[config.mk]
export PLATFORM = sky130hd
export DESIGN_NAME = bus_bridge_mc
export DESIGN_NICKNAME = d
export VERILOG_FILES = /design/src/rtl/bus_bridge_mc.sv
export SDC_FILE = /design/constraint.sdc
export NUM_CORES = 1
export LEC_CHECK = 0
export CORE_AREA = 2 2 149 151
export CTS_CLUSTER_DIAMETER = 100
export DETAILED_ROUTE_END_ITERATION = 12
export DIE_AREA = 0 0 151 153
export SYNTH_ARGS = -nofsm -noshare
export SYNTH_HDL_FRONTEND = slang
export SYNTH_SLANG_ARGS = --single-unit
[constraint.sdc]
create_clock -name cpu_clk -period 2.7 [get_ports cpu_clk]
set_clock_uncertainty 0.1 [all_clocks]
set_input_delay 0.54 -clock cpu_clk [delete_from_list [all_inputs] [get_ports cpu_clk]]
set_output_delay 0.54 -clock cpu_clk [all_outputs]
set_load 0.01 [all_outputs]
[src/rtl/bus_bridge_mc.sv]
// Multi-channel request/ready bridge from the miniRV data port to NCH slave channels.
// Optional feature macro: BRIDGE_TIMEOUT_EN (aborts a stalled slave access with an error completion).
module bus_bridge_mc #(
  parameter int          NCH         = 6,
  parameter int          DW          = 32,
  parameter logic [31:0] IO_BASE     = 32'hFFFF_F000,
  parameter int          IO_SEL_LSB  = 4,
  parameter int          TIMEOUT_CYC = 255,
  parameter logic [DW-1:0] ERR_DATA  = 32'hDEAD_BEEF
) (
  input  logic              cpu_clk,
  input  logic              cpu_rst,
  input  logic              cpu_req,
  input  logic              cpu_wen,
  input  logic [31:0]       cpu_addr,
  input  logic [DW-1:0]     cpu_wdata,
  output logic [DW-1:0]     cpu_rdata,
  output logic              cpu_ready,
  output logic              cpu_err,
  output logic [NCH-1:0]    s_req,
  output logic              s_wen,
  output logic [31:0]       s_addr,
  output logic [DW-1:0]     s_wdata,
  input  logic [NCH*DW-1:0] s_rdata,
  input  logic [NCH-1:0]    s_ack,
  output logic [7:0]        err_cnt
);

  if (NCH < 2 || NCH > 16) begin : g_bad_nch
    $error("bus_bridge_mc: NCH out of range 2..16");
  end
  if (TIMEOUT_CYC < 1 || TIMEOUT_CYC > 65535) begin : g_bad_timeout
    $error("bus_bridge_mc: TIMEOUT_CYC out of range 1..65535");
  end

  typedef enum logic [1:0] {IDLE, WAIT, RESP} state_t;
  state_t state;

  logic [NCH-1:0] dec_onehot;
  logic           dec_hit;
  logic [NCH-1:0] ack_sel;
  logic [DW-1:0]  ack_data;

  // Address decode straight from the CPU port; only consulted in IDLE.
  always_comb begin
    dec_onehot = '0;
    dec_hit    = 1'b0;
    if (cpu_addr < IO_BASE) begin
      dec_onehot[0] = 1'b1;
      dec_hit       = 1'b1;
    end else begin
      for (int k = 1; k < NCH; k++) begin
        if (32'(cpu_addr[11:IO_SEL_LSB]) == 32'(k - 1)) begin
          dec_onehot[k] = 1'b1;
          dec_hit       = 1'b1;
        end
      end
    end
  end

  // The live s_req bit doubles as the channel select for ack and read data.
  assign ack_sel = s_ack & s_req;

  always_comb begin
    ack_data = '0;
    for (int k = 0; k < NCH; k++) begin
      if (s_req[k]) ack_data = ack_data | s_rdata[k*DW +: DW];
    end
  end

`ifdef BRIDGE_TIMEOUT_EN
  localparam logic [15:0] TMO_LAST = 16'(TIMEOUT_CYC - 1);
  logic [15:0] tcnt;
`endif

  always_ff @(posedge cpu_clk) begin
    if (cpu_rst) begin
      state     <= IDLE;
      cpu_ready <= 1'b0;
      cpu_err   <= 1'b0;
      cpu_rdata <= '0;
      s_req     <= '0;
      s_wen     <= 1'b0;
      s_addr    <= '0;
      s_wdata   <= '0;
      err_cnt   <= '0;
`ifdef BRIDGE_TIMEOUT_EN
      tcnt      <= '0;
`endif
    end else begin
      case (state)
        IDLE: begin
          if (cpu_req) begin
            s_wen   <= cpu_wen;
            s_addr  <= cpu_addr;
            s_wdata <= cpu_wdata;
            if (dec_hit) begin
              s_req <= dec_onehot;
              state <= WAIT;
`ifdef BRIDGE_TIMEOUT_EN
              tcnt  <= '0;
`endif
            end else begin
              cpu_err   <= 1'b1;
              cpu_rdata <= ERR_DATA;
              cpu_ready <= 1'b1;
              state     <= RESP;
            end
          end
        end
        WAIT: begin
          // An ack on the expiry edge still completes normally.
          if (|ack_sel) begin
            cpu_rdata <= ack_data;
            cpu_err   <= 1'b0;
            cpu_ready <= 1'b1;
            s_req     <= '0;
            state     <= RESP;
          end
`ifdef BRIDGE_TIMEOUT_EN
          else if (tcnt == TMO_LAST) begin
            cpu_rdata <= ERR_DATA;
            cpu_err   <= 1'b1;
            cpu_ready <= 1'b1;
            s_req     <= '0;
            state     <= RESP;
          end else begin
            tcnt <= tcnt + 16'd1;
          end
`endif
        end
        RESP: begin
          cpu_ready <= 1'b0;
          cpu_err   <= 1'b0;
          if (cpu_err && err_cnt != 8'hFF) err_cnt <= err_cnt + 8'd1;
          state <= IDLE;
        end
        default: state <= IDLE;
      endcase
    end
  end

endmodule

-- After elaboration in Yosys (flattened, before gate mapping)
Index checks and enable logic that the tools add are counted.
- register bits: 115
- input port bits: 266
- word-level logic and storage cells: 76
- $add $sub $neg: 1
- order comparisons: 1
- equality and inequality tests: 11
- muxes and demuxes: 36
- bitwise gates (word level): 6
- reduce and logical (&&, ||, !) cells: 12
- operator list (cell ; number):
    two-way mux 32 bit ; 9
    bitwise OR 32 bit ; 5
    one-hot mux 32 bit (2 select lines) ; 1
    less-than comparator 32 bit (second input constant) ; 1
    two-way mux 6 bit ; 3
    == test 8 x 2 -> 1 bit (second input constant) ; 2
    two-way mux 1 bit ; 15
    one-hot mux 6 bit (2 select lines) ; 1
    AND reduction 4 bit ; 3
    adder 8 x 1 -> 8 bit (second input constant) ; 1
    == test 8 x 1 -> 1 bit (second input constant) ; 1
    == test 8 x 3 -> 1 bit (second input constant) ; 1
    logical NOT 8 bit ; 1
    inequality test 2 bit (second input constant) ; 4
    inequality test 8 bit (second input constant) ; 1
    AND 6 bit ; 1
    two-way mux 2 bit ; 3
    one-hot mux 1 bit (3 select lines) ; 2
    AND reduction 2 bit ; 3
    OR reduction 6 bit ; 1
    two-way mux 5 bit ; 1
    one-hot mux 2 bit (2 select lines) ; 1
    nonzero test 3 bit ; 1
    == test 2 x 1 -> 1 bit (second input constant) ; 1
    4 further kinds ; 4

-- Depth between registers and ports, before layout
Gate-level depths: netlist (run 1).
- depth in word-level cells: 13
- depth in mapped cells: 9
- mapped depth without buffers: 7

-- Worst setup path after synthesis (run 1)
Ideal clock, no wire load.
- path kind: input port to flip-flop
- start: input port cpu_addr[8]
- end: register cpu_rdata[0]
- data arrival time: 1848 ps
- required time: 2450 ps
- slack: 602 ps
- stages on the path: 7
- cell sequence: nor4_4 a31oi_1 a31oi_1 or2_1 buf_2 buf_6 a221oi_2
- word-level cells in the longest chain between the ends: 9
- RTL lines (element ; line ; text):
    from (decl) ; 15 ; input logic [31:0] cpu_addr,
    parallel branches: the longest is 6 deep, another holds less-than comparator 32 bit ; -- ;
    two-way mux 1 bit (*) ; 48 ; if (cpu_addr < IO_BASE) begin
    inequality test 2 bit (no line) (*) ; -- ;
    AND reduction 4 bit (no line) (*) ; -- ;
    to (signal assigned) ; 114 ; cpu_rdata <= ack_data;
    to (decl) ; 17 ; output logic [DW-1:0] cpu_rdata,
Mark *: on every way between the ends.
A chain may end at the register's enable or synchronous reset.

-- Worst setup path after layout (run 1)
- start: input port cpu_addr[22]
- end: register cpu_rdata[11]
- word-level cells in the longest chain between the ends: 4
- RTL lines (element ; line):
    less-than comparator 32 bit ; 48
    two-way mux 1 bit ; 48
    inequality test 2 bit (no line) ; --
    AND reduction 4 bit (no line) ; --
Every way passes these cells.

==> flow_summary.toml, run 1 <==
[synth]
ys_seq_area_share_pct = 41.6
synth_common_cells = "nand2_1 (169), dfxtp_1 (115), a21oi_1 (74)"
synth_top_area_share_pct = 41.6
synthCells = 678
synth_flop_cell = "dfxtp_1"
synth_edf_count = 0
yosysMostFrequentCell = "nand2_1"
ys_ff_latch = 115
syn_avg_cell_area_sq_um = 8.17
synthTopCellsByArea = "dfxtp_1 (42%), nand2_1 (11%), a22oi_1 (9.9%)"
yosysWarnings = 0
async_flop_share_pct = 0
syn_area_sq_um = 5540
synth_fp_nets = 949
synth_cell_types = 46
yosysTopAreaCell = "dfxtp_1"

[timing]
fin_hold_ws_ns = 0.352
rsz0062_at_grt = "false"
slew_viol_final = 0
setup_viol = 0
relSlewSlack_pct = 62.6
hold_viol = 0
min_period_ns = 2.39
fin_crit_sh_pct = 88.6
setup_ws_ns = 0.307
fmax_mhz = 418
worst_slew_pin_slew_ns = 0.560
finalSetupTns_ns = 0

[global_routing]
grt_max_degree = 66
grtUsageMet3_pct = 7.04
grt-ovfl-total = 0
grt_usage_pct = 21.5
met1_usage_pct = 25.5
grt_pass1_wl_mm = 38.1
busiest_layer = "met2"
antenna_found_initial = 5
grt_pass1_vias = 6629
groute.layer.met2.usage_pct = 35.8

[route]
vias = 6531
wire_per_inst_um = 18.8
drtIter0Drc = 334
vias_per_cell = 4.86
antenna_left = 0
post-route-drc-count = 0
first_pass_iters = 4
totalWireLength_mm = 25.3

[cts]
cts.repair.resized = 0
clkTransAtPathRegs_ns = 0.06
clockBufferDepth = 2
cts_hold_buf = 0
htree_levels = 4
insertion_delay_ns = 0.41
cts_setup_buffers = 0
clock_sinks = 115
cts_tree = "done"
cts-root-buf = "clkbuf_16"
cts_inserted_buffers = 17

[pwr]
ir_drop_uv = 432
cellPowerDensity_nw_per_um2 = 712
power_frac_seq_pct = 29.9
p_total_mw = 7.36
power.internal_mw = 4.84
pwr-share-clk_pct = 31.0
power_frac_comb_pct = 39.1
p_leak_nw = 3.62
switching_share_pct = 34.2
switchingPower_mw = 2.51

[placement]
gp_congestion = 0.839
io_buffers = 378
place_inst = 1308
dpl.hpwl_mm = 19.2
dp_slack_ns = -0.138

[flow_run]
cap_violations = 0

[finish]
layout-drive-gt1-share_pct = 8.96
final_cells = 1345
multi_input_area_sq_um = 2870
seq_area_sq_um = 2300
n_fill_cell = 2108
finalNetCount = 1318
area_growth_syn_to_layout_pct = 86.7

[floorplanning]
fp-row-count = 54
die-area_sq_um = 23100
initial_core_util_pct = 25.8
dieHeight_um = 153
core_sq_um = 21500
die_x_um = 151
boundaryPins = 379

[worst_setup_path]
critPathLaunchType = "primary input"
path_class = "primary input to register"
arrival_ns = 2.56
required_ns = 2.87
worstPathMaxFanout = 18
crit_path_end_kind = "register"

[worst_hold_path]
worstHoldPathType = "register to register"

[status]
status = "complete, no violations"
cell type report:
| cell class | count | share of cell area, % |
|---|---|---|
| clock buffer | 17 | 4.12 |
| timing repair buffer | 410 | 39.5 |
| inverter | 31 | 1.13 |
| antenna | 5 | 0.121 |
| tap | 280 | 3.39 |
| sequential | 115 | 22.3 |
| multi-input combinational | 472 | 27.8 |
| clock inverter | 15 | 1.67 |
worst max-delay path, cell delays in order:
cell	delay, ns
clkdlybuf4s50_1	0.48
nand4_1	0.15
o31ai_1	0.34
buf_4	0.17
nand3_1	0.15
nor3_4	0.40
buf_12	0.24
a221oi_2	0.07
path summary, 6_finish.rpt:
check	cells after the start	slack (ns)	start	to
min	2	0.35	s_addr[20]	s_addr[20]
min reg2reg	2	0.35	s_addr[20]	s_addr[20]
max reg2reg	8	0.42	state[0]	cpu_rdata[19]
max	8	0.31	cpu_addr[22]	cpu_rdata[11]
layout by cell type, fill, tap and decap left out, types with 7 or more instances in the layout:
cell type	n
a21oi_1	74
a221oi_1	29
a221oi_2	20
a22oi_1	73
a311oi_1	8
buf_4	28
clkbuf_16	17
clkdlybuf4s50_1	377
dfxtp_1	115
inv_1	31
nand2_1	168
nand3_1	9
nand4_1	7
nor2_1	17
o21ai_0	11
power groups by stage:
stage               clock network, mW  logic, mW  registers (mW)
floorplan                           0       1.24            2.34
global placement                    0       2.91            2.23
detailed placement                  0       2.91            2.24
CTS                              2.35       2.92            2.21
global route                     2.43       3.15            2.24
finish                           2.28       2.88            2.20
stage by stage:
step | cell area [sq um] | util, %
2_1_floorplan | 5540 | -
3_3_place_gp | 9720 | 45.3
3_5_place_dp | 9720 | 45.3
4_1_cts | 10300 | 48.0
5_1_grt | 10300 | 48.1
6_report | 10300 | 48.1
registers in the layout, summed over array words and instances, names as in the netlist:
| name | flops |
|---|---|
| cpu_err | 1 |
| cpu_rdata | 32 |
| cpu_ready | 1 |
| err_cnt | 8 |
| s_addr | 32 |
| s_req | 6 |
| s_wdata | 32 |
| s_wen | 1 |
| state | 2 |
cells by family (layout without fill, tap and decap cells):
kind of cell	Yosys count	in the layout	share of synthesized area (%)
AOI/OAI and AO/OA	227	227	30.5
xor gates and xnor gates	5	5	0.791
adders and majority gates	5	5	1.13
buffers and inverters	91	473	6.85
DFF	115	115	41.6
muxes	8	8	1.54
other	0	5	0
and+or+nand+nor	227	227	17.6
layer usage:
metal / part of all wire [%] / vias to the layer above
li1: - / 3197
met1: 40 / 3030
met2: 48 / 271
met3: 9.3 / 33
met4: 2.5 / 0
met5: 0 / -
No activity file was read; power rests on OpenSTA's default activity.
==> run 2: changes to the inputs <==
Settings changed: GPL_TIMING_DRIVEN set to 0.
==> flow_summary.toml, run 2 (synthesis results as in run 1) <==
[status]
status = "complete, no violations"

[worst_setup_path]
reg2reg_depth = 6
reg2reg_slack_ns = 0.21
endpoint = "state[0]"
slowest_delay_ns = 0.64
critPathLaunchType = "register"
crit_chain = "clkbuf_1 > a222oi_1 > a32o_1 > clkbuf_1 > nor2_1 > a211oi_1"
path_class = "register to register"
startpoint = "s_req[4]"
required_ns = 2.91
crit_path_end_kind = "register"
crit-reg2reg-capture = "state[0]"
cp_common_cell = "clkbuf_1"
r2r_start = "s_req[4]"
arrival_ns = 2.70
worst_path_max_delay_cell = "a222oi_1"
worstPathMaxFanout = 10

[route]
totalWireLength_mm = 27.5
vias_per_cell = 4.85
wire_per_inst_um = 20.1
antenna_left = 0
first_pass_iters = 4
vias = 6635
drtIter0Drc = 236
post-route-drc-count = 0

[placement]
dpl.hpwl_mm = 21.6
gp_congestion = 0.833
io_buffers = 378
place_inst = 1336
place_area_sq_um = 9670

[cts]
cts_hold_buf = 0
cts_inserted_buffers = 17
cts_tree = "done"
insertion_delay_ns = 0.41
cts-root-buf = "clkbuf_16"
clock_sinks = 115
clkTransAtPathRegs_ns = 0.05
cts_setup_buffers = 0
clockBufferDepth = 2
htree_levels = 4

[pwr]
ir_drop_uv = 412
cellPowerDensity_nw_per_um2 = 738
p_leak_nw = 3.59

[floorplanning]
initial_core_util_pct = 25.8
boundaryPins = 379
dieHeight_um = 153
fp-row-count = 54
core_sq_um = 21500
die-area_sq_um = 23100
die_x_um = 151

[global_routing]
grt_pass1_vias = 6785
antenna_found_initial = 4
grt_usage_pct = 23.4
grt-ovfl-total = 0
grt_max_degree = 17
grt_pass1_wl_mm = 40.4

[timing]
finalSetupTns_ns = 0
worst_slew_pin_slew_ns = 0.874
setup_viol = 0
relSlewSlack_pct = 41.7
hold_viol = 0
fin_crit_sh_pct = 92.0
min_period_ns = 2.49
slew_viol_final = 0
rsz0062_at_grt = "false"
fin_hold_ws_ns = 0.351
fmax_mhz = 402

[worst_hold_path]
worstHoldPathType = "register to register"
min_path_cells = 2

[finish]
reg.largest.list = "cpu_rdata: 32 flops, s_addr: 32 flops, s_wdata: 32 flops"
final_core_utilization_pct = 48.3
n_fill_cell = 2166
layout-drive-gt1-share_pct = 6.53
final_common_cell = "clkdlybuf4s50_1"
design_area_sq_um = 10400
area_growth_syn_to_layout_pct = 87.3
finalNetCount = 1345
final_cell_mix = "clkdlybuf4s50_1 (378), nand2_1 (169), dfxtp_1 (115)"
final_cells = 1369

[flow_run]
cap_violations = 0
[run 2: cell count changes in the layout (fill, tap and decap cells not counted), moves of 4 or more]
cell and delta:
clkbuf_1 +45, buf_4 -27, buf_12 -5, buf_2 +5, bufinv_16 +4, inv_6 -4
[run 2: worst max-delay path: cells and delay by family, from the launching register on]
kind,cells,cell delay [ns]
DFF,1,0.30
and+or+nand+nor,1,0.09
AOI/OAI and AO/OA,3,1.27
buffers and inverters,2,0.62
[run 2: worst min-delay path by stage]
| stage | startpoint | end | slack [ns] |
|---|---|---|---|
| after global routing | s_addr[29] | s_addr[29] | 0.37 |
| after detailed placement | s_wdata[13] | s_wdata[13] | 0.35 |
| after CTS | s_wdata[13] | s_wdata[13] | 0.35 |
| after global placement | s_addr[10] | s_addr[10] | 0.34 |
| after floorplan | s_addr[0] | s_addr[0] | 0.38 |
| final | s_addr[21] | s_addr[21] | 0.35 |
[run 2: final cells by class]
cell class | count | area (sq um) | area share (%)
Clock buffer | 19 | 443 | 4.27
Buffer | 59 | 262 | 2.52
Multi-Input combinational cell | 472 | 2880 | 27.7
Tap cell | 280 | 350 | 3.38
Antenna cell | 2 | 5.00 | 0.0483
Timing Repair Buffer | 378 | 3780 | 36.5
Inverter | 31 | 116 | 1.12
Sequential cell | 115 | 2300 | 22.2
Clock inverter | 13 | 231 | 2.23
[run 2: what timing repair did]
item                       4_1_cts  5_1_grt
cloned                           0        0
pin swaps                        0        0
setup endpoints to repair       21       58
resized for setup                1        5
[run 2: metrics by stage]
stage                     power (mW)  setup WS, ns
after CTS                       7.71         0.127
final                           7.65         0.215
after global routing            8.09        0.0487
after detailed placement        5.09        -0.437
after floorplan                 3.58         0.602
after global placement          5.08        -0.458
[run 2: where the power goes]
| group | internal [mW] | switching (mW) | leakage [nW] | total (mW) |
|---|---|---|---|---|
| clock network | 1.76 | 0.825 | 0.323 | 2.58 |
| logic | 1.38 | 1.51 | 2.33 | 2.89 |
| registers | 2.01 | 0.171 | 0.938 | 2.18 |
[run 2: layer usage]
layer  vias to the layer above  wire [um]  GRT usage [%]
met5                         -         24              0
met4                         4        742           8.37
met3                        40       2560           8.39
met2                       295      13000           39.2
met1                      3049      11200           27.3
li1                       3247          -              -
==> run 3: changes to the inputs <==
--- a/constraint.sdc
+++ b/constraint.sdc
@@ -3,3 +3,3 @@
 set_input_delay 0.54 -clock cpu_clk [delete_from_list [all_inputs] [get_ports cpu_clk]]
 set_output_delay 0.54 -clock cpu_clk [all_outputs]
-set_load 0.01 [all_outputs]
+set_load 0.005 [all_outputs]
==> results of run 3 <==
Same layout as run 2 (identical final DEF). Status: complete, no violations.
Main changes from that run: total power 7.65 mW -> 7.54 mW
